--- config.mk ---
export PLATFORM = sky130hd
export DESIGN_NAME = countdown_timer
export DESIGN_NICKNAME = d
export VERILOG_FILES = /design/src/rtl/countdown_timer_pkg.sv /design/src/rtl/timer_tick_gen.sv /design/src/rtl/countdown_timer.sv
export SDC_FILE = /design/constraint.sdc
export NUM_CORES = 1
export LEC_CHECK = 0
export CAP_MARGIN = 15
export CORE_UTILIZATION = 60
export DETAILED_ROUTE_END_ITERATION = 12
export PLACE_DENSITY = 0.9
export SLEW_MARGIN = 10
export SYNTH_ARGS = -nofsm -noshare
export SYNTH_HDL_FRONTEND = slang
export SYNTH_SLANG_ARGS = --single-unit
--- constraint.sdc ---
create_clock -name clk -period 4.4 [get_ports clk]
set_clock_uncertainty 0.05 [all_clocks]
set_input_delay 0.44 -clock clk [delete_from_list [all_inputs] [get_ports clk]]
set_output_delay 0.44 -clock clk [all_outputs]
set_load 0.005 [all_outputs]
--- src/rtl/countdown_timer_pkg.sv ---
// Shared constants for the digital-clock countdown timer: field codes, limits and widths.
// The optional repeating mode is enabled by defining TIMER_RELOAD_EN.
package countdown_timer_pkg;

    localparam int unsigned SEC_W  = 6;
    localparam int unsigned MIN_W  = 6;
    localparam int unsigned HOUR_W = 5;

    localparam logic [1:0] SELECT_NONE = 2'd0;
    localparam logic [1:0] SELECT_SEC  = 2'd1;
    localparam logic [1:0] SELECT_MIN  = 2'd2;
    localparam logic [1:0] SELECT_HOUR = 2'd3;

    localparam logic [SEC_W-1:0]  SEC_MAX  = 6'd59;
    localparam logic [MIN_W-1:0]  MIN_MAX  = 6'd59;
    localparam logic [HOUR_W-1:0] HOUR_MAX = 5'd23;

    typedef struct packed {
        logic [HOUR_W-1:0] hour;
        logic [MIN_W-1:0]  minute;
        logic [SEC_W-1:0]  second;
    } hms_t;

    function automatic int unsigned wrap_inc(input int unsigned v, input int unsigned max);
        return (v >= max) ? 0 : v + 1;
    endfunction

endpackage

--- src/rtl/timer_tick_gen.sv ---
// Clock prescaler: emits a one-cycle tick every Ticks enabled cycles, held at zero when
// disabled or cleared.
module timer_tick_gen #(
    parameter int unsigned Ticks = 1
) (
    input  logic clk_i,
    input  logic rst_ni,
    input  logic en_i,
    input  logic clr_i,
    output logic tick_o
);

    localparam int unsigned   CntW    = (Ticks > 1) ? $clog2(Ticks) : 1;
    localparam logic [CntW-1:0] CntLast = CntW'(Ticks - 1);

    logic [CntW-1:0] cnt_q, cnt_d;

    assign tick_o = en_i & ~clr_i & (cnt_q == CntLast);

    always_comb begin
        cnt_d = cnt_q + CntW'(1);
        if (!en_i || clr_i || tick_o) begin
            cnt_d = '0;
        end
    end

    always_ff @(posedge clk_i or negedge rst_ni) begin
        if (!rst_ni) begin
            cnt_q <= '0;
        end else begin
            cnt_q <= cnt_d;
        end
    end

endmodule

--- src/rtl/countdown_timer.sv ---
// Settable hh:mm:ss countdown timer with expiry flag. Define TIMER_RELOAD_EN for a
// repeating timer that reloads from the last edited value and pulses out on expiry.
module countdown_timer
    import countdown_timer_pkg::*;
#(
    parameter int unsigned TICKS_PER_SEC = 100000000
) (
    input  logic              clk,
    input  logic              reset,
    input  logic              enable,
    input  logic [1:0]        select,
    input  logic              increment,
    output logic [SEC_W-1:0]  sec_out,
    output logic [MIN_W-1:0]  min_out,
    output logic [HOUR_W-1:0] hour_out,
    output logic              out
);

    hms_t time_q, time_d;
    logic out_q, out_d;
    logic inc_q;
    logic inc_edge;
    logic time_zero;
    logic tick;
`ifdef TIMER_RELOAD_EN
    hms_t preset_q, preset_d;
`endif

    assign inc_edge  = increment & ~inc_q;
    assign time_zero = (time_q == '0);

    timer_tick_gen #(
        .Ticks (TICKS_PER_SEC)
    ) u_tick_gen (
        .clk_i  (clk),
        .rst_ni (reset),
        .en_i   (enable),
        .clr_i  (time_zero),
        .tick_o (tick)
    );

    always_comb begin
        time_d = time_q;
`ifdef TIMER_RELOAD_EN
        out_d    = 1'b0;
        preset_d = preset_q;
`else
        out_d = out_q;
`endif
        if (!enable) begin
            if (inc_edge) begin
                case (select)
                    SELECT_SEC:  time_d.second = SEC_W'(wrap_inc(32'(time_q.second), 32'(SEC_MAX)));
                    SELECT_MIN:  time_d.minute = MIN_W'(wrap_inc(32'(time_q.minute), 32'(MIN_MAX)));
                    SELECT_HOUR: time_d.hour   = HOUR_W'(wrap_inc(32'(time_q.hour), 32'(HOUR_MAX)));
                    default:     ;
                endcase
                out_d = 1'b0;
`ifdef TIMER_RELOAD_EN
                preset_d = time_d;
`endif
            end
        end else if (tick) begin
            // tick never fires at 00:00:00, so the final branch always has hour > 0
            if (time_q.second != '0) begin
                time_d.second = time_q.second - 6'd1;
            end else if (time_q.minute != '0) begin
                time_d.second = SEC_MAX;
                time_d.minute = time_q.minute - 6'd1;
            end else begin
                time_d.second = SEC_MAX;
                time_d.minute = MIN_MAX;
                time_d.hour   = time_q.hour - 5'd1;
            end
            if (time_d == '0) begin
                out_d = 1'b1;
`ifdef TIMER_RELOAD_EN
                time_d = preset_q;
`endif
            end
        end
    end

    always_ff @(posedge clk or negedge reset) begin
        if (!reset) begin
            time_q <= '0;
            out_q  <= 1'b0;
            inc_q  <= 1'b0;
        end else begin
            time_q <= time_d;
            out_q  <= out_d;
            inc_q  <= increment;
        end
    end

`ifdef TIMER_RELOAD_EN
    always_ff @(posedge clk or negedge reset) begin
        if (!reset) begin
            preset_q <= '0;
        end else begin
            preset_q <= preset_d;
        end
    end
`endif

    assign sec_out  = time_q.second;
    assign min_out  = time_q.minute;
    assign hour_out = time_q.hour;
    assign out      = out_q;

endmodule

==> metrics.cfg, run 1 <==
[power]
power_leakage_nw = 1.41
power.density_mw_per_mm2 = 366
ir_worst_vdd_v = 0.000203

[floorplanning]
core-area_mm2 = 0.00514
die_w_um = 75.2
io_pins = 24
die_y_um = 75.2
dieArea_mm2 = 0.00565
placementRows = 26
start_util_pct = 62.5

[critical_path]
crit_path_max_incr_delay_ps = 580
cp-end-kind = register
crit_chain = inv_1, ha_1, nor3b_1, nand4_1, and4_1, or4_1, and3_1
startpoint_type = register
cp_num_cells = 7
critical_path_buf_inv_count = 1
worstPathArrival_ps = 2960
critPathTopFamily = simple AND/OR/NAND/NOR gates
crit_type = register to register
critical-path-slowest-cell = or4_1
reg2reg_depth = 7
path_max_fanout = 23
reg2reg_slack_ps = 1590
required_ps = 4550

[global_route]
grt_start_max_net_pins = 47
grt_pass1_vias = 2831
antenna_found_initial = 0
grt_pass1_wl_mm = 12.2
grt_overflow = 0
track_usage_pct = 28.2

[routing]
vias_per_cell = 6.63
drt_iter0_drc = 266
ant_nets = 0
dr.pass1.iters = 5
post-route-drc-count = 0
vias = 3045
route.detailed.wl_per_inst_um = 16.3
routed_wl_mm = 7.49

[final_layout]
mostFrequentLayoutCells = 46 x dfrtp_1, 43 x nor2_1, 25 x nand3_1, 22 x clkdlybuf4s50_1, 20 x nand2_1
drive_above_1_share_pct = 5.40
fillCellCount = 429
stdcell_count = 459
n_antenna_cell = 0
layout_commonest_cell = dfrtp_1
area_delta_synth_final_pct = 11.6
finalNetCount = 403

[clock_tree]
post_cts_buffers = 0
clk_pin_slew_ps = 90
htreeDepth = 2
holdBufCountCts = 0
cts_buffers = 5
clock_latency_ps = 300
cts_root_buf = clkbuf_8
cts.sinks = 46
clock_path_buffers = 2
post_cts_resized = 0
tritoncts = yes

[synth]
synthSimpleGateAreaFrac_pct = 29.1
yosys.area_share.xor_xnor_pct = 7.09
synth_top_family_by_area = simple AND/OR/NAND/NOR gates
syn_avg_cell_area_um2 = 8.52
synth_seq_area_share_pct = 35.9
synth.area.mux_share_pct = 0.974
netlist_instances = 377
synthArstFlopShare_pct = 100
synth.ff_latch_count = 46
synth_cell_types = 62
synth_compound_area_share_pct = 18.6
synth_edf_count = 0
syn_nets = 392
ys.flop_type = dfrtp_1
netlist_area_mm2 = 0.00321
synth_adder_area_share_pct = 3.51
ys_warn_count = 0

[placement]
place_congestion = 0.896
port_buffers = 23
pre_cts_slack_ps = 1550
dpl.hpwl_mm = 5.10
dp.cells = 449

[sta]
min_period_over_period_pct = 63.9
fmax_ghz = 0.356
rsz0062_at_grt = no
setup_slack_ps = 1590
relSlewSlack_pct = 33.5
report.final.setup_viol = 0
finalCriticalPeriod_ps = 2810
setup_tns_ps = 0
drv_slew = 0
hold_violations = 0
worst_pin_slew_ps = 994

[flow_run]
cap_viol_max_count = 0

[status]
status = finished, final reports clean

[worst_hold_path]
hold_class = input port to async pin

layout make-up:
type	instances	area, µm²	share of cell area [%]
multi-input cells	291	1900	53.1
flip-flops and latches	46	1150	32.1
repair buffers	26	263	7.33
well taps	70	87.6	2.44
clock buffers	6	72.6	2.03
inverters	18	67.6	1.89
clock inverters	2	37.5	1.05
stage by stage:
| step | hold slack [ps] | power (mW) | utilization [%] | cell area [µm²] |
|---|---|---|---|---|
| 2_1_floorplan | 94.4 | 0.838 | - | 3210 |
| 3_3_place_gp | 441 | 0.970 | 67.0 | 3440 |
| 3_5_place_dp | 448 | 0.987 | 67.0 | 3440 |
| 4_1_cts | 291 | 1.30 | 69.1 | 3550 |
| 5_1_grt | 501 | 1.38 | 69.7 | 3580 |
| 6_report | 467 | 1.31 | 69.7 | 3580 |
worst paths after layout:
kind | from | to
min in group clk | out$_DFFE_PN0P_ | out$_DFFE_PN0P_
worst max-delay path | hour_out[0]$_DFFE_PN0P_ | sec_out[0]$_DFFE_PN0P_
worst max register to register | hour_out[0]$_DFFE_PN0P_ | sec_out[0]$_DFFE_PN0P_
max in group asynchronous | reset | u_tick_gen.cnt_q[13]$_DFF_PN0_
worst min-delay path | reset | sec_out[3]$_DFFE_PN0P_
worst min register to register | out$_DFFE_PN0P_ | out$_DFFE_PN0P_
registers in the layout (all words and copies together), names as in the netlist:
| name | flops |
|---|---|
| min_out | 6 |
| sec_out | 6 |
| inc_q | 1 |
| hour_out | 5 |
| out | 1 |
| u_tick_gen.cnt_q | 27 |
synthesized netlist by cell type, types with 3 or more instances:
library cell	n	area, µm²
and4_1	6	52.6
dfrtp_1	46	1150
o31ai_1	3	22.5
nor4_1	6	37.5
ha_1	9	113
o21ai_0	11	55.1
or3_1	3	18.8
inv_2	3	11.3
nand3_1	25	125
o21ai_1	7	35.0
inv_1	15	56.3
a2bb2oi_1	3	26.3
o2bb2ai_1	8	70.1
nor4b_1	4	35.0
a31oi_1	5	31.3
nand2_1	20	75.1
nor3b_1	4	30.0
a22oi_1	4	30.0
nor3_1	10	50.1
o22ai_1	7	43.8
buf_2	5	25.0
xor2_1	18	158
or2_1	3	18.8
o211ai_1	3	22.5
a21oi_1	16	80.1
or4_1	3	22.5
clkbuf_1	16	60.1
nor2_1	43	161
nand4_1	17	106
xnor2_1	8	70.1
and3_1	10	62.6
logic make-up after synthesis:
kind of cell | Yosys count
AOI/OAI and AO/OA | 87
xor gates and xnor gates | 26
adders and majority gates | 9
buffers and inverters | 40
DFF | 46
muxes | 3
and+or+nand+nor | 166
per-layer routing:
metal  global-route usage, %  vias to the layer above  wire length (µm)
met5                       0                        -                 0
met2                    49.8                      132              3730
met4                    14.0                        0               199
met3                    5.49                       23               423
met1                    32.7                     1457              3140
li1                        -                     1433                 -
where the power goes:
group          internal [mW]  total, mW  leakage (nW)  switching (mW)
Combinational          0.219      0.425         0.752           0.206
Clock                  0.170      0.317        0.0514           0.148
Sequential             0.458      0.569         0.610           0.111
Total                  0.847       1.31          1.41           0.465
(Power assumes the default switching activity.)
==> inputs of run 2 (changes only) <==
--- a/config.mk
+++ b/config.mk
@@ -6,9 +6,9 @@
 export NUM_CORES = 1
 export LEC_CHECK = 0
 export CAP_MARGIN = 15
-export CORE_UTILIZATION = 60
+export CORE_UTILIZATION = 53
 export DETAILED_ROUTE_END_ITERATION = 12
-export PLACE_DENSITY = 0.9
+export PLACE_DENSITY = 0.85
 export SLEW_MARGIN = 10
 export SYNTH_ARGS = -nofsm -noshare
 export SYNTH_HDL_FRONTEND = slang
==> constraint.sdc (replaced) <==
create_clock -name clk -period 2.5 [get_ports clk]
set_clock_uncertainty 0.05 [all_clocks]
set_input_delay 0.25 -clock clk [delete_from_list [all_inputs] [get_ports clk]]
set_output_delay 0.25 -clock clk [all_outputs]
set_load 0.005 [all_outputs]
==> metrics.cfg, run 2 (same netlist as run 1, synthesis figures left out) <==
[power]
power_leakage_nw = 1.58  ; was 1.41 nW
power.density_mw_per_mm2 = 642  ; was 366 mW/mm²
ir_worst_vdd_v = 0.000352  ; was 0.000203 V

[sta]
report.final.setup_viol = 0  ; unchanged
worst_pin_slew_ps = 500  ; was 994 ps
setup_tns_ps = 0  ; unchanged
drv_slew = 0  ; unchanged
finalCriticalPeriod_ps = 2400  ; was 2810 ps
fmax_ghz = 0.416  ; was 0.356 GHz
hold_violations = 0  ; unchanged
setup_slack_ps = 98.4  ; was 1590 ps
hold_slack_ps = 343  ; was 467 ps
relSlewSlack_pct = 66.4  ; was 33.5%
min_period_over_period_pct = 96.1  ; was 63.9%

[final_layout]
top_register = u_tick_gen.cnt_q  ; unchanged
area_delta_synth_final_pct = 18.8  ; was 11.6%
stdcell_count = 493  ; was 459
layout_commonest_cell = dfrtp_1  ; unchanged
mostFrequentLayoutCells = 46 x dfrtp_1, 43 x nor2_1, 34 x buf_4, 25 x nand3_1, 22 x clkdlybuf4s50_1  ; was 46 x dfrtp_1, 43 x nor2_1, 25 x nand3_1, 22 x clkdlybuf4s50_1, 20 x nand2_1
drive_above_1_share_pct = 12.8  ; was 5.40%
finalNetCount = 435  ; was 403
n_antenna_cell = 0  ; unchanged
final_area_mm2 = 0.00381  ; was 0.00358 mm²
largest_reg_flops = 27  ; unchanged

[routing]
dr.pass1.iters = 5  ; unchanged
drt_iter0_drc = 313  ; was 266
route.detailed.wl_per_inst_um = 17.3  ; was 16.3 µm
vias = 3220  ; was 3,045
vias_per_cell = 6.53  ; was 6.63
routed_wl_mm = 8.55  ; was 7.49 mm
post-route-drc-count = 0  ; unchanged
ant_nets = 0  ; unchanged

[worst_hold_path]
hold_class = input port to async pin  ; unchanged

[global_route]
grt_overflow = 0  ; unchanged
grt_pass1_wl_mm = 14.4  ; was 12.2 mm
grt.busiest_layer = met2  ; unchanged
antenna_found_initial = 0  ; unchanged
use_met2_pct = 49.1  ; was 49.8%
track_usage_pct = 29.0  ; was 28.2%
grt_start_max_net_pins = 33  ; was 47
grt_pass1_vias = 3080  ; was 2,831
met3_usage_pct = 4.46  ; was 5.49%
grt_use_met1_pct = 35.5  ; was 32.7%

[placement]
port_buffers = 23  ; unchanged
place_congestion = 0.903  ; was 0.896
dp.cells = 482  ; was 449
dpl.hpwl_mm = 6.16  ; was 5.10 mm
pre_cts_slack_ps = 167  ; was 1550 ps
place_area_mm2 = 0.00368  ; was 0.00344 mm²

[floorplanning]
core-area_mm2 = 0.00568  ; was 0.00514 mm²
die_w_um = 79.8  ; was 75.2 µm
start_util_pct = 56.6  ; was 62.5%
placementRows = 27  ; was 26
die_y_um = 79.8  ; was 75.2 µm
dieArea_mm2 = 0.00637  ; was 0.00565 mm²
io_pins = 24  ; unchanged

[critical_path]
startpoint_type = register  ; unchanged
reg2reg_depth = 7  ; unchanged
reg2reg_slack_ps = 100  ; was 1590 ps
worstPathArrival_ps = 2560  ; was 2960 ps
crit_path_max_incr_delay_ps = 510  ; was 580 ps
path_max_fanout = 3  ; was 23
startpoint = min_out[0]$_DFFE_PN0P_  ; was hour_out[0]$_DFFE_PN0P_
critPathTopFamily = simple AND/OR/NAND/NOR gates  ; unchanged
crit_type = register to register  ; unchanged
rr_startpoint = min_out[0]$_DFFE_PN0P_  ; was hour_out[0]$_DFFE_PN0P_
cp-end-kind = register  ; unchanged
required_ps = 2650  ; was 4550 ps
crit_end = sec_out[0]$_DFFE_PN0P_  ; unchanged
crit_chain = inv_1, ha_1, or4b_4, nor4_4, a2111oi_1, or4_1, and3_1  ; was inv_1, ha_1, nor3b_1, nand4_1, and4_1, or4_1, and3_1
critical_path_buf_inv_count = 1  ; unchanged
cp_num_cells = 7  ; unchanged
critical-path-slowest-cell = or4b_4  ; was or4_1
r2r-end = sec_out[0]$_DFFE_PN0P_  ; unchanged

[clock_tree]
htreeDepth = 2  ; unchanged
clk_pin_slew_ps = 100  ; was 90 ps
tritoncts = yes  ; unchanged
cts_buffers = 5  ; unchanged
cts.sinks = 46  ; unchanged
clock_path_buffers = 2  ; unchanged
clock_latency_ps = 310  ; was 300 ps
cts_root_buf = clkbuf_8  ; unchanged

[flow_run]
cap_viol_max_count = 0  ; unchanged

[status]
status = finished, final reports clean  ; unchanged

==> run 2: timing repair <==
item / in CTS / in global routing
buffers inserted: 0 / 2
endpoints found under the setup margin: 0 / 3
gates resized for setup: 0 / 1
endpoints found under the hold margin: 14 / 0
hold buffers: 1 / 0
==> run 2: how the worst min path moves through the flow <==
stage / startpoint / endpoint / depth (start not counted) / slack [ps]
after global routing: reset / hour_out[2]$_DFFE_PN0P_ / 2 / 360
after global placement: reset / hour_out[2]$_DFFE_PN0P_ / 1 / 140
final: reset / hour_out[2]$_DFFE_PN0P_ / 2 / 340
after floorplan: reset / hour_out[0]$_DFFE_PN0P_ / 0 / -100
after CTS: reset / hour_out[2]$_DFFE_PN0P_ / 2 / 360
after detailed placement: reset / hour_out[2]$_DFFE_PN0P_ / 1 / 150
==> run 2: report_power, final <==
| group | internal, mW | switching [mW] | total (mW) |
|---|---|---|---|
| clock network | 0.300 | 0.274 | 0.574 |
| registers | 0.808 | 0.0681 | 0.876 |
| logic | 0.484 | 0.517 | 1.00 |
==> run 2: area by class of cell <==
cell class                      instances  area, µm²
Inverter                               18       67.6
Multi-Input combinational cell        291       1900
Clock inverter                          3       43.8
Clock buffer                            5       68.8
Timing Repair Buffer                   58        490
Fill cell                             450       1860
Sequential cell                        46       1150
Tap cell                               72       90.1
==> run 2: per-layer routing <==
metal / vias to the layer above / wire length, µm
met1: 1530 / 3490
met5: - / 0
met3: 41 / 518
met4: 0 / 308
li1: 1491 / -
met2: 158 / 4230
==> run 2: worst register-to-register path, delay by kind of cell (launching register included) <==
family / cells / cell delay, ps
simple gates: 4 / 1380
flops: 1 / 400
fa+ha+maj: 1 / 220
compound gates: 1 / 140
buf+inv: 1 / 110
==> run 2: through the flow <==
| step | util [%] | total power [mW] |
|---|---|---|
| floorplan | - | 1.48 |
| global placement | 64.8 | 1.84 |
| detailed placement | 64.8 | 1.87 |
| CTS | 67.0 | 2.45 |
| global route | 67.2 | 2.59 |
| finish | 67.2 | 2.45 |
==> inputs of run 3 (changes only) <==
--- a/config.mk
+++ b/config.mk
@@ -7,6 +7,7 @@
 export LEC_CHECK = 0
 export CAP_MARGIN = 15
 export CORE_UTILIZATION = 53
+export CTS_CLUSTER_DIAMETER = 150
 export DETAILED_ROUTE_END_ITERATION = 12
 export PLACE_DENSITY = 0.85
 export SLEW_MARGIN = 10
==> results of run 3 <==
No change in the layout: final DEF, timing and power equal those of run 2.
